[src/rtl/rr_mux_arbiter.sv]
// Round-robin arbiter that shares one valid/ready output channel among four
// requesters, granting bursts of up to BURST beats through a 2x1 mux tree.
module rr_mux_arbiter #(
    parameter int WIDTH = 8,
    parameter int BURST = 4
) (
    input  logic             clk,
    input  logic             rst_n,
    input  logic [3:0]       req,
    input  logic [WIDTH-1:0] in0,
    input  logic [WIDTH-1:0] in1,
    input  logic [WIDTH-1:0] in2,
    input  logic [WIDTH-1:0] in3,
    input  logic             out_ready,
    output logic [WIDTH-1:0] out,
    output logic             out_valid,
    output logic [3:0]       gnt,
    output logic [1:0]       sel,
    output logic             busy
);

    localparam logic [4:0] BURST_L = 5'(BURST);

    typedef enum logic {
        S_IDLE,
        S_XFER
    } state_t;

    state_t           r_state;
    state_t           w_state_nxt;
    logic [3:0]       r_gnt;
    logic [3:0]       w_gnt_nxt;
    logic [1:0]       r_sel;
    logic [1:0]       w_sel_nxt;
    logic [1:0]       r_last;
    logic [1:0]       w_last_nxt;
    logic [4:0]       r_cnt;
    logic [4:0]       w_cnt_nxt;
    logic [1:0]       w_pick;
    logic             w_busy;
    logic             w_valid;
    logic [WIDTH-1:0] w_m01;
    logic [WIDTH-1:0] w_m23;
    logic [WIDTH-1:0] w_mux;

    // Descending scan so the requester closest after r_last wins; r_last itself is last.
    always_comb begin
        w_pick = r_last;
        for (int k = 4; k >= 1; k--) begin
            if (req[r_last + 2'(k)]) begin
                w_pick = r_last + 2'(k);
            end
        end
    end

    assign w_m01 = r_sel[0] ? in1 : in0;
    assign w_m23 = r_sel[0] ? in3 : in2;
    assign w_mux = r_sel[1] ? w_m23 : w_m01;

    assign w_busy  = (r_state == S_XFER);
    assign w_valid = w_busy & req[r_sel];

    always_comb begin
        w_state_nxt = r_state;
        w_gnt_nxt   = r_gnt;
        w_sel_nxt   = r_sel;
        w_last_nxt  = r_last;
        w_cnt_nxt   = r_cnt;
        case (r_state)
            S_IDLE: begin
                if (|req) begin
                    w_state_nxt = S_XFER;
                    w_gnt_nxt   = 4'b0001 << w_pick;
                    w_sel_nxt   = w_pick;
                    w_last_nxt  = w_pick;
                    w_cnt_nxt   = 5'd0;
                end
            end
            S_XFER: begin
                // Early release takes precedence; no beat is possible without req[sel].
                if (!req[r_sel]) begin
                    w_state_nxt = S_IDLE;
                    w_gnt_nxt   = 4'b0000;
                    w_cnt_nxt   = 5'd0;
                end else if (out_ready) begin
                    if (r_cnt + 5'd1 == BURST_L) begin
                        w_state_nxt = S_IDLE;
                        w_gnt_nxt   = 4'b0000;
                        w_cnt_nxt   = 5'd0;
                    end else begin
                        w_cnt_nxt = r_cnt + 5'd1;
                    end
                end
            end
        endcase
    end

    always_ff @(posedge clk) begin
        if (!rst_n) begin
            r_state <= S_IDLE;
            r_gnt   <= 4'b0000;
            r_sel   <= 2'd0;
            r_last  <= 2'd3;
            r_cnt   <= 5'd0;
        end else begin
            r_state <= w_state_nxt;
            r_gnt   <= w_gnt_nxt;
            r_sel   <= w_sel_nxt;
            r_last  <= w_last_nxt;
            r_cnt   <= w_cnt_nxt;
        end
    end

    assign out       = w_valid ? w_mux : '0;
    assign out_valid = w_valid;
    assign gnt       = r_gnt;
    assign sel       = r_sel;
    assign busy      = w_busy;

endmodule
[config.mk]
export PLATFORM = sky130hd
export DESIGN_NAME = rr_mux_arbiter
export DESIGN_NICKNAME = d
export VERILOG_FILES = /design/src/rtl/rr_mux_arbiter.sv
export SDC_FILE = /design/constraint.sdc
export NUM_CORES = 1
export LEC_CHECK = 0
export ABC_AREA = 1
export CAP_MARGIN = 20
export CORE_UTILIZATION = 41
export DETAILED_ROUTE_END_ITERATION = 12
export GPL_TIMING_DRIVEN = 1
export PLACE_DENSITY = 0.86
export SYNTH_ARGS = -nofsm -noshare
export SYNTH_HDL_FRONTEND = slang
export SYNTH_SLANG_ARGS = --single-unit
[constraint.sdc]
create_clock -name clk -period 1.5 [get_ports clk]
set_input_delay 0.3 -clock clk [delete_from_list [all_inputs] [get_ports clk]]
set_output_delay 0.3 -clock clk [all_outputs]
set_load 0.05 [all_outputs]
Word-level counts from Yosys, hierarchy flattened
Cells that the tools add are included.

storage, ports and cells
  bits in registers = 14
  bits of input ports = 39
  word-level logic and storage cells = 54

operators by class
  add/subtract/negate cells = 4
  order comparisons = 4
  equality and inequality tests = 4
  shifts and indexed selects = 1
  mux-type cells = 30
  bitwise gates (word level) = 2
  reduce and logical (&&, ||, !) cells = 4

operator list
  cell                 count
  $mux 8               4
  $mux 5               4
  $mux 4               4
  $lt 2x3->1 const B   4
  $pmux 5 s2           1
  $bmux 1 s2           4
  $mux 1               8
  $pmux 4 s2           1
  $mux 2               3
  $add 5x1->5 const B  1
  $eq 5x3->1 const B   1
  $add 2x2->2 const B  2
  $reduce_and 2->1     2
  $reduce_or 4->1      1
  $shl 1x2->4 const A  1
  $ne 3x2->1 const B   1
  $ne 3x3->1 const B   1
  $reduce_and 3->1     1
  $add 2x1->2 const B  1
  $ne 2x2->1 const B   1
  $pmux 1 s2           1
  $and 1x1->1          1
  $not 1->1            1

Depth between registers and ports, before layout
  depth in word-level cells = 9
  mapped depth = 12
  mapped depth without buffers = 11

Worst setup path before layout
No wires, ideal clock.

  path type = register to output
  from = register r_sel[0] (netlist: sel[0])
  to = output port out[4]
  arrival time = 2.037 ns
  required time = 1.200 ns
  slack = -0.837 ns
  stages on the path, launching flop included = 7
  cell sequence = dfxtp_1 > buf_6 > buf_2 > nor2_1 > nor2_1 > o21ai_0 > a21oi_1

between the ends
  longest elaborated chain between the ends = 4

RTL lines
  element                       RTL line  text
  from (decl)                   33        logic [1:0] r_sel;
  from (signal assigned)        108       r_sel <= w_sel_nxt;
  $bmux 1 s2                    61        assign w_valid = w_busy & req[r_sel];
  $mux 1 (implied by the code)  61
  $and 1x1->1                   61
  $mux 8 (*)                    114       assign out = w_valid ? w_mux : '0;
  to (decl)                     15        output logic [WIDTH-1:0] out,

Mark *: on every way between the ends. The rest lies on a longest branch, timed or not. The select of a mux whose other input is x is not followed.

Worst setup path after layout
  from = register r_sel[0] (netlist: sel[0])
  to = output port out[6]

Same word-level chain as after synthesis.

==> flow_metrics.py <==
metrics = {
    "setup_path": {
        "cp.required_ns": 1.20,
        "cp-start-kind": "register",
        "arrival_ns": 1.48,
        "path_class": "reg2out",
        "rrSetupSlack_ns": -0.04,
        "cp_max_fo": 6,
        "cp-end-kind": "output port",
    },
    "global_routing": {
        "antenna_found_initial": 0,
        "grt-ovfl-total": 0,
        "grt_max_degree": 17,
        "grt_usage_pct": 27.8,
        "grt_pass1_vias": 1521,
        "grt_pass1_wl_um": 6940,
    },
    "clock_tree": {
        "hold_buffers": 0,
        "cts_root_buf": "clkbuf_4",
        "clkTransAtPathRegs_ns": 0.08,
        "htreeDepth": 1,
        "cts_num_sinks": 14,
        "cts_buffers": 3,
        "cts_tree": "built",
        "clk_latency_ns": 0.28,
        "cts_buffer_depth": 2,
    },
    "route": {
        "routedWlPerCell_um": 14.7,
        "vias": 1622,
        "drtIter0Drc": 64,
        "wl_um": 4390,
        "vias_per_cell": 5.44,
        "antenna_left": 0,
        "first_pass_iters": 4,
        "drc": 0,
    },
    "power": {
        "power_leakage_nw": 0.941,
        "power.density_mw_per_mm2": 1760,
        "finalPower_mw": 4.06,
        "vdd_drop_max_mv": 1.50,
    },
    "synthesis": {
        "ys_warn_count": 0,
        "avgSynthCellArea_um2": 6.15,
        "ys_seq_area_share_pct": 23.5,
        "syn_nets": 234,
        "synthCells": 194,
        "synth_cell_types": 29,
        "ys_seq_elements": 14,
        "netlist_area_mm2": 0.00119,
    },
    "sta": {
        "period_minus_slack_ns": 1.78,
        "maxSlewHeadroom_pct": 78.0,
        "finClkSkew_ns": 0.00506,
        "fin_crit_sh_pct": 118,
        "rsz0062_at_grt": "true",
        "fin_ws_ns": -0.277,
        "drv_slew": 0,
        "setup_viol": 17,
        "fmax_mhz": 563,
        "max_slew.worst_pin.slew_ns": 0.326,
        "hold_viol_final": 0,
        "hold_slack_ns": 0.520,
    },
    "placement": {
        "globalplace.congestion": 0.862,
        "hpwl_um": 3060,
        "dp.cells": 290,
        "pre_cts_slack_ns": -0.401,
        "port_buffers": 54,
    },
    "floorplanning": {
        "die_h_um": 55.9,
        "die-area_mm2": 0.00313,
        "num_rows": 19,
        "core_area_mm2": 0.00276,
        "die_w_um": 55.9,
        "ios": 55,
        "start_util_pct": 43.2,
    },
    "cells_and_area": {
        "syn_to_final_growth_pct": 94.1,
        "final_cell_mix": "38 x nor2_1, 34 x clkdlybuf4s50_1, 33 x nand2_1, 19 x buf_12, 18 x o21ai_1",
        "diodes": 0,
        "final_common_cell": "nor2_1",
        "nets": 308,
        "drive_above_1_share_pct": 36.0,
        "post-route-util_pct": 83.9,
        "fin_cells": 298,
    },
    "worst_hold_path": {
        "hp-class": "reg2reg",
    },
    "job": {
        "maxCapViolCount": 0,
    },
    "run_status": {
        "violations": "negative setup slack",
        "status": "complete, but fails checks",
    },
}
final timing paths:
path / start / endpoint / cells past startpoint
worst max-delay path: sel[0]$_SDFFE_PN0P_ / out[6] / 7
worst min-delay path: gnt[0]$_SDFFE_PN0P_ / gnt[0]$_SDFFE_PN0P_ / 2
worst max register to register: sel[0]$_SDFFE_PN0P_ / r_cnt[0]$_SDFFE_PN0P_ / 9
worst min register to register: gnt[0]$_SDFFE_PN0P_ / gnt[0]$_SDFFE_PN0P_ / 2
synth_stat cells, drive strengths merged:
cell type	instances	area, µm²
or2	1	6.26
nand3	19	128
inv	16	65.1
o21ai	24	124
nor2	41	159
buf	5	40.0
o211ai	2	15.0
xnor2	1	8.76
nand4	2	12.5
clkbuf	1	3.75
nand2	49	226
dfxtp	14	280
ha	1	12.5
a21oi	16	95.1
nand3b	1	7.51
a41oi	1	8.76
stage by stage:
step,area (µm²),setup TNS [ns]
2_1_floorplan,1330,-0.776
6_report,2310,-2.44
3_3_place_gp,2170,-6.98
3_5_place_dp,2170,-7.78
5_1_grt,2310,-3.73
4_1_cts,2250,-2.71
cell type report:
class	count	area [µm²]
multi-input combinational	159	987
timing repair buffer	74	902
fill	156	443
sequential	14	289
inverter	16	71.3
tap	31	38.8
clock buffer	3	22.5
clock inverter	1	3.75
routing by layer:
layer,wire length (µm),track usage [%],part of all wire (%),vias to the layer above
met5,0,0,0,-
met2,2370,54.2,54,50
met3,188,3.95,4.3,6
li1,-,-,-,788
met1,1780,31.1,40,778
met4,53,7.32,1.2,0
cells by family after synthesis:
logic type                 synth area share (%)
buffers and inverters                      9.13
and+or+nand+nor                            45.2
adders and majority gates                  1.05
xor gates and xnor gates                  0.735
AOI/OAI and AO/OA                          20.4
DFF                                        23.5
repair_timing:
action	in CTS	in global routing
gates resized for setup	15	19
gates cloned	1	0
pin swaps	8	7
setup buffers	2	3
setup endpoints to repair	17	19
report_power, final:
group	total, mW	switching, mW	internal, mW
logic	3.17	1.80	1.37
registers	0.669	0.174	0.496
clock network	0.224	0.127	0.0965
flip-flops by register name, summed over array words and instances, names as in the netlist:
name	count
r_last	2
sel	2
busy	1
gnt	4
r_cnt	5
worst max-delay path, stage by stage, from the launching register on:
cell and delay [ns]:
dfxtp_4 0.41, inv_4 0.06, nand2_2 0.07, nand3_2 0.08, nand2_4 0.14, nand2_8 0.10, a21oi_4 0.17, buf_12 0.16
Power figures use the tool's default switching activity.
